$ cat config.mk
export PLATFORM = sky130hd
export DESIGN_NAME = keypad_scanner
export DESIGN_NICKNAME = d
export VERILOG_FILES = /design/src/rtl/keypad_scanner.sv
export SDC_FILE = /design/constraint.sdc
export NUM_CORES = 1
export LEC_CHECK = 0
export BUFFER_PORTS_ARGS = -buffer_cell sky130_fd_sc_hd__buf_2
export CELL_PAD_IN_SITES_DETAIL_PLACEMENT = 1
export CELL_PAD_IN_SITES_GLOBAL_PLACEMENT = 1
export CORE_MARGIN = 10
export CORE_UTILIZATION = 50
export CTS_CLUSTER_SIZE = 14
export DETAILED_ROUTE_END_ITERATION = 8
export PLACE_DENSITY_LB_ADDON = 0.1
export SYNTH_ARGS = -nofsm -noshare
export SYNTH_HDL_FRONTEND = slang
export SYNTH_SLANG_ARGS = --single-unit
export TNS_END_PERCENT = 5
$ cat constraint.sdc
create_clock -name clk -period 5.4 [get_ports clk]
set_clock_uncertainty 0.05 [all_clocks]
set_input_delay 0.54 -clock clk [delete_from_list [all_inputs] [get_ports clk]]
set_output_delay 0.54 -clock clk [all_outputs]
set_load 0.05 [all_outputs]
$ cat src/rtl/keypad_scanner.sv
// keypad_scanner: 4x4 hex keypad scanner with debounce and 16-bit key history.
// Optional auto-repeat of a held key is enabled by defining KEYPAD_REPEAT_EN.
module keypad_scanner #(
   parameter int SCAN_DIV       = 100000,
   parameter int DEBOUNCE_TICKS = 20,
   parameter int REPEAT_DELAY   = 500,
   parameter int REPEAT_RATE    = 100
) (
   input  logic        clk,
   input  logic        rst,
   input  logic [3:0]  row,
   output logic [3:0]  col,
   output logic [3:0]  key,
   output logic        key_valid,
   output logic [15:0] data
);

   localparam int DW = (SCAN_DIV > 1) ? $clog2(SCAN_DIV) : 1;
   localparam int CW = $clog2(DEBOUNCE_TICKS + 1);

   // Repeat arithmetic rewinds the hold counter by REPEAT_RATE
   if (REPEAT_RATE < 1 || REPEAT_RATE > REPEAT_DELAY) begin : g_bad_repeat
      $error("keypad_scanner: REPEAT_RATE must be within 1..REPEAT_DELAY");
   end

   typedef enum logic [1:0] {
      SCAN,
      DEBOUNCE,
      HELD
   } state_t;

   state_t          state;
   logic [3:0]      rs1;
   logic [3:0]      rs;
   logic [DW-1:0]   div;
   logic            tick;
   logic [1:0]      cidx;
   logic [3:0]      pat;
   logic [CW-1:0]   cnt;
   logic [CW-1:0]   rel;
   logic [1:0]      rsel;
   logic [3:0]      code;
   logic [3:0]      col_next;

`ifdef KEYPAD_REPEAT_EN
   localparam int HW = $clog2(REPEAT_DELAY + 1);
   logic [HW-1:0]   hold;
`endif

   // Two-stage synchronizer; idle rows read high
   always_ff @(posedge clk or posedge rst) begin
      if (rst) begin
         rs1 <= 4'hF;
         rs  <= 4'hF;
      end else begin
         rs1 <= row;
         rs  <= rs1;
      end
   end

   // Free-running scan tick divider
   always_ff @(posedge clk or posedge rst) begin
      if (rst) begin
         div <= '0;
      end else if (tick) begin
         div <= '0;
      end else begin
         div <= div + 1'b1;
      end
   end

   assign tick     = (div == DW'(SCAN_DIV - 1));
   assign col_next = {col[2:0], col[3]};

   // Key code lookup: lowest low row wins, column from the strobe index
   always_comb begin
      rsel = 2'd3;
      if (!pat[0]) begin
         rsel = 2'd0;
      end else if (!pat[1]) begin
         rsel = 2'd1;
      end else if (!pat[2]) begin
         rsel = 2'd2;
      end
      code = 4'h0;
      case ({rsel, cidx})
         4'h0:    code = 4'h1;
         4'h1:    code = 4'h2;
         4'h2:    code = 4'h3;
         4'h3:    code = 4'hA;
         4'h4:    code = 4'h4;
         4'h5:    code = 4'h5;
         4'h6:    code = 4'h6;
         4'h7:    code = 4'hB;
         4'h8:    code = 4'h7;
         4'h9:    code = 4'h8;
         4'hA:    code = 4'h9;
         4'hB:    code = 4'hC;
         4'hC:    code = 4'h0;
         4'hD:    code = 4'hF;
         4'hE:    code = 4'hE;
         default: code = 4'hD;
      endcase
   end

   // Scan / debounce / hold FSM with registered outputs
   always_ff @(posedge clk or posedge rst) begin
      if (rst) begin
         state     <= SCAN;
         col       <= 4'b1110;
         cidx      <= 2'd0;
         pat       <= 4'hF;
         cnt       <= '0;
         rel       <= '0;
         key       <= 4'h0;
         key_valid <= 1'b0;
         data      <= 16'h0000;
`ifdef KEYPAD_REPEAT_EN
         hold      <= '0;
`endif
      end else begin
         key_valid <= 1'b0;
         unique case (state)
            SCAN: begin
               if (tick) begin
                  if (rs == 4'hF) begin
                     col  <= col_next;
                     cidx <= cidx + 2'd1;
                  end else begin
                     pat   <= rs;
                     cnt   <= '0;
                     state <= DEBOUNCE;
                  end
               end
            end
            DEBOUNCE: begin
               if (cnt == CW'(DEBOUNCE_TICKS)) begin
                  key       <= code;
                  key_valid <= 1'b1;
                  data      <= {data[11:0], code};
                  rel       <= '0;
`ifdef KEYPAD_REPEAT_EN
                  hold      <= '0;
`endif
                  state     <= HELD;
               end else if (tick) begin
                  if (rs == pat) begin
                     cnt <= cnt + 1'b1;
                  end else begin
                     state <= SCAN;
                  end
               end
            end
            HELD: begin
               if (tick) begin
                  if (rs == 4'hF) begin
                     if (rel == CW'(DEBOUNCE_TICKS - 1)) begin
                        rel   <= '0;
                        col   <= col_next;
                        cidx  <= cidx + 2'd1;
                        state <= SCAN;
                     end else begin
                        rel <= rel + 1'b1;
                     end
                  end else begin
                     rel <= '0;
                  end
`ifdef KEYPAD_REPEAT_EN
                  if (rs == pat) begin
                     if (hold == HW'(REPEAT_DELAY - 1)) begin
                        hold      <= HW'(REPEAT_DELAY - REPEAT_RATE);
                        key       <= code;
                        key_valid <= 1'b1;
                        data      <= {data[11:0], code};
                     end else begin
                        hold <= hold + 1'b1;
                     end
                  end else begin
                     hold <= '0;
                  end
`endif
               end
            end
            default: state <= SCAN;
         endcase
      end
   end

endmodule

; Word level (Yosys, flattened, before mapping)
; Memory sizes are Yosys's and may differ from the RTL's.
; Cells that the tools add are included.
[classes]
mul = 0
n_div = 0
n_eq_ne = 19
n_reduce_logical = 10
add_sub_neg = 4
bitwise = 1
shifts = 0
muxes = 38
n_lt_le_gt_ge = 0
[op_table]
columns = operator, n
row1 = 5-bit 2-to-1 mux, 9
row2 = 2-bit 2-to-1 mux, 15
row3 = 4-bit 2-to-1 mux, 5
row4 = "2-bit inequality test, second input constant", 10
row5 = 5-bit case mux with 2 select lines, 2
row6 = "17-bit by 1-bit adder with 17-bit output, second input constant", 1
row7 = "17-bit equality test, second input constant", 1
row8 = 17-bit 2-to-1 mux, 1
row9 = 6-bit AND reduction, 2
row10 = "5-bit by 1-bit adder with 5-bit output, second input constant", 2
row11 = "5-bit equality test, second input constant", 2
row12 = 4-bit case mux with 2 select lines, 1
row13 = 7-bit AND reduction, 1
row14 = "3-bit inequality test, second input constant", 2
row15 = 2-bit case mux with 3 select lines, 1
row16 = 3-bit AND reduction, 2
row17 = 2-bit nonzero test, 3
row18 = 4-bit equality test, 1
row19 = "4-bit equality test, second input constant", 1
row20 = 2-bit case mux with 2 select lines, 1
row21 = 1-bit 2-to-1 mux, 3
row22 = "2-bit by 1-bit adder with 2-bit output, second input constant", 1
row23 = "2-bit by 1-bit equality test with 1-bit output, second input constant", 1
row24 = "2-bit equality test, second input constant", 1
row25 = 3 further kinds, 3
[word_totals]
mem_bits_rw = 0
wordCells = 85
regBits = 68
rom_bits = 64
mem_count = 1
input_bits = 6
out_inout_bits = 25
latchBits = 0
[mem_list]
columns = name, words, word_bits, read_ports, rd_clocked_by_memory_dff, wr, line_no
row1 = (no name shown), 16, 4, 1, 0, 0, 86  ; case ({rsel, cidx})

; Longest topological paths before layout
[depth]
depth_word = 5
mapped_depth = 7
ltp_nobuf = 7

; Least setup slack after synthesis
; Ideal clock, no wire load.
[synth_timing]
path_type = register to register
start = reg div[11]
end = reg pat[0]
required_ps = 5268
setup_time_ps = 82
arrival_time_ps = 2490
synth_period_minus_slack_ps = 2622
path_buffers = 1
stages_incl_launch_ff = 7
path_slack_ps = 2778
cell_sequence = dfrtp_1 > or4b_4 > or4_4 > or3_1 > clkbuf_2 > nor2_1 > mux2_2
[synth_between]
elab_chain_cells = 2
[synth_lines]
columns = item, line_no
row1 = from (decl), 35  ; logic [DW-1:0] div;
row2 = from (signal assigned), 68  ; div <= div + 1'b1;
row3 = 17-bit equality test, 72  ; assign tick = (div == DW'(SCAN_DIV - 1));
row4 = 3-bit AND reduction (no line), --
row5 = to (signal assigned), 130  ; pat <= rs;
row6 = to (decl), 38  ; logic [3:0] pat;
; No other way between the ends.
; A chain may end at the register's enable or synchronous reset.

; Worst setup path in the final report
[layout_timing]
start = reg div[12]
end = reg pat[2]
; Same word-level chain as after synthesis.

==> results.txt <==
----------------------------------------------------
[Hold path]
  Type of the tightest min-delay check ... in2reg

[Timing]
  Final TNS setup ... 0 ns
  Rel. slew slack ... 0.476
  RSZ-0062 raised after global routing ... no
  Share of the cycle needed by the critical path after routing ... 0.513
  Final Hold Fails ... 0
  Number of slew-limit violations in the final report ... 0
  Transition time at the pin with the least slew margin ... 0.786 ns
  Highest clock frequency the design can meet ... 361 MHz
  Final-report setup violation count ... 0
  Fin crit period ... 2.77 ns

[Yosys]
  Number of instances in the synthesized netlist ... 248
  Dominant cell type by area after synthesis ... sky130_fd_sc_hd__dfrtp_1
  Yosys cell types ... 45
  Top post-synthesis cells by area ... sky130_fd_sc_hd__dfrtp_1 42%, sky130_fd_sc_hd__dfstp_2 14%, sky130_fd_sc_hd__mux2_2 8.6%, sky130_fd_sc_hd__xnor2_1 3.9%, sky130_fd_sc_hd__ha_1 3.0%
  Flops & latches, synth ... 64
  Post-synthesis sequential area ratio ... 0.561
  Share of synthesized flip-flops with an asynchronous set or reset ... 1.00
  Average size of a mapped cell ... 11.7 µm²
  Synthesized netlist net count ... 261
  Main synth FF type ... sky130_fd_sc_hd__dfrtp_1
  Number of enable-type register cells in the synthesized netlist ... 0
  Ys Warns ... 0
  Area of the mapped netlist ... 0.00289 mm²
  Synth top area share ... 0.424

[Run]
  Maximum Capacitance Violations ... 0

[Critical path]
  Biggest cell delay along the critical path ... 0.55 ns
  Critical path's top delay family ... simple AND/OR/NAND/NOR gates
  Launching element type of the critical path ... flop
  Signal arrival time at the worst endpoint ... 2.98 ns
  Critical Path Sink Type ... flop
  Worst path bufs/invs ... 0
  Crit path kind ... reg2reg
  WP data required ... 5.62 ns
  Crit path max fanout ... 7
  Slowest cell on the critical path ... sky130_fd_sc_hd__or4_4
  CP Cell Sequence ... or4b_4 > or4_4 > or3_1 > nor2_1 > mux2_2

[Final layout]
  Fraction of final layout cells sized beyond drive strength 1 ... 0.326
  Area used by multi-input combinational logic ... 0.00118 mm²
  Share of the core filled with cells in the final layout ... 0.596
  Filler cell count ... 594
  Area taken by flip-flops and latches ... 0.00162 mm²
  Top library cells by usage in the layout, fill and taps aside ... 49 x sky130_fd_sc_hd__dfrtp_1, 30 x sky130_fd_sc_hd__buf_2, 22 x sky130_fd_sc_hd__mux2_2
  Most frequent standard cell in the layout excluding fill and tap cells ... sky130_fd_sc_hd__dfrtp_1
  Final-stage net count ... 296
  Ant diodes ... 0
  Area growth from synthesis to final layout ... 15.0%

[Power]
  IR Drop Worst-Case VDD ... 0.274 mV
  Design internal power ... 761 µW
  Clock network fraction of design power ... 0.477
  Logic gate share of total power ... 0.014
  Sequential share of power ... 0.509
  Pleak ... 0.00157 µW
  Power per unit of standard cell area ... 288 mW/mm²
  Net Sw Power ... 198 µW
  Share of total power consumed by net switching ... 0.206

[Clock network]
  Buffer count from post-CTS setup fixing ... 0
  Clk sinks ... 64
  Clock tree root driver cell ... sky130_fd_sc_hd__clkbuf_8
  Clock buffer count from CTS ... 9
  Clock input transition at the sequential cells of the worst setup and hold paths ... 0.07 ns
  Number of buffers on the longest clock path ... 2
  Count of hold-fix buffers inserted at cts ... 0
  H-tree depth reported by CTS ... 3
  Worst-Skew Late Latency ... 0.34 ns
  Post-CTS resize count ... 0
  CTS tree ... done

[Floorplanning]
  Die width ... 96.0 µm
  Total I/O pin count ... 31
  Site Rows ... 27
  Die area ... 0.00922 mm²
  Initial Utilization ... 0.519
  Die height ... 96.0 µm
  Std-Cell Core Area ... 0.00557 mm²

[Route]
  Avg WL per Cell ... 17.3 µm
  DRT antenna net count ... 0
  Residual DRC count ... 0
  Via count of the routed design ... 1965
  Via/cell ratio ... 5.46
  Drt pass-1 iters ... 4
  Total wire length after detailed routing ... 6220 µm
  Starting DRT DRC Count ... 56

[Placed design]
  HPWL reported at the end of detailed placement ... 4100 µm
  Placer's final routability congestion estimate ... 0.805
  Total of buffers placed on input and output ports ... 30

[Global route]
  Global-route usage over all layers ... 0.146
  Via count of the first global-routing pass ... 2121
  Total global routing overflow ... 0
  Number of antenna violations at the first check in global routing ... 0
  Maximum number of pins on one net before global-route repair ... 65
  First-pass GRT wire length ... 10300 µm

[Outcome]
  Result of the run ... finished, final reports clean

----------------------------------------------------
[stage by stage]
| stage | setup WS [ns] | cell area [µm²] | total power [µW] | hold slack, ns | instances |
|---|---|---|---|---|---|
| finish | 2.63 | 3320 | 959 | 0.242 | 360 |
| floorplan | 2.78 | 2890 | 504 | 0.295 | 248 |
| CTS | 2.64 | 3320 | 973 | 0.220 | 360 |
| detailed placement | 2.65 | 3100 | 511 | 0.297 | 344 |
| global placement | 2.66 | 3100 | 510 | 0.296 | 344 |
| global route | 2.53 | 3320 | 996 | 0.215 | 360 |
[state kept, by name, summed over array words and instances, names as in the netlist]
register and flops:
key 3, rs 4, pat 4, cnt 5, rs1 4, state 2, data 13, key_valid 1
div 17, cidx 2, rel 5, col 4
[worst paths after layout]
kind	end	startpoint	depth (start not counted)	slack, ns
min in group asynchronous	cidx[1]	rst	3	0.38
worst min register to register	rs[2]	rs1[2]	0	0.31
max in group asynchronous	cnt[3]	rst	3	4.42
worst max register to register	pat[2]	div[12]	5	2.63
worst min-delay path	rs1[1]	row[1]	1	0.24
worst max-delay path	pat[2]	div[12]	5	2.63
[power groups by stage]
stage | combinational (µW) | sequential, µW | clock (µW)
after floorplan | 8.77 | 495 | 0
after global placement | 14.0 | 496 | 0
after detailed placement | 14.3 | 496 | 0
after CTS | 14.4 | 487 | 471
after global routing | 16.1 | 487 | 493
final | 13.5 | 488 | 457
[logic make-up (layout without fill, tap and decap cells)]
family	count (synthesis)	after routing	share of synthesized area
AND/OR/NAND/NOR	83	83	0.163
flip-flops	64	64	0.561
AO/OA/AOI/OAI	30	30	0.0597
multiplexers	24	24	0.0926
XOR/XNOR	21	21	0.0636
buffers and inverters	19	59	0.0303
adder cells (fa/ha/maj)	7	7	0.0303
[cell usage after synthesis, drive strengths merged (3+ instances only)]
cell type and instances:
inv 10, buf 5, nand4 6, or4 3, or3 3, clkbuf 4, nor2b 3, nand3 17
nor2 19, ha 7, xor2 8, mux2 22, a21oi 9, dfrtp 49, and3 4, xnor2 13
nand2 12, o21ai 13, dfstp 15
[final cells by class]
type,instances,area share
Sequential cell,64,0.488
Multi-Input combinational cell,165,0.356
Timing Repair Buffer,33,0.0520
Clock buffer,11,0.0425
Tap cell,72,0.0271
Clock inverter,5,0.0237
Inverter,10,0.0113
[routing by layer]
metal,vias up,routed length [µm],global-route usage
li1,931,-,-
met1,993,2850,0.174
met2,30,3020,0.231
met3,11,226,0.0444
met4,0,124,0.0811
met5,-,0,0
No activity file was read; power rests on OpenSTA's default activity.
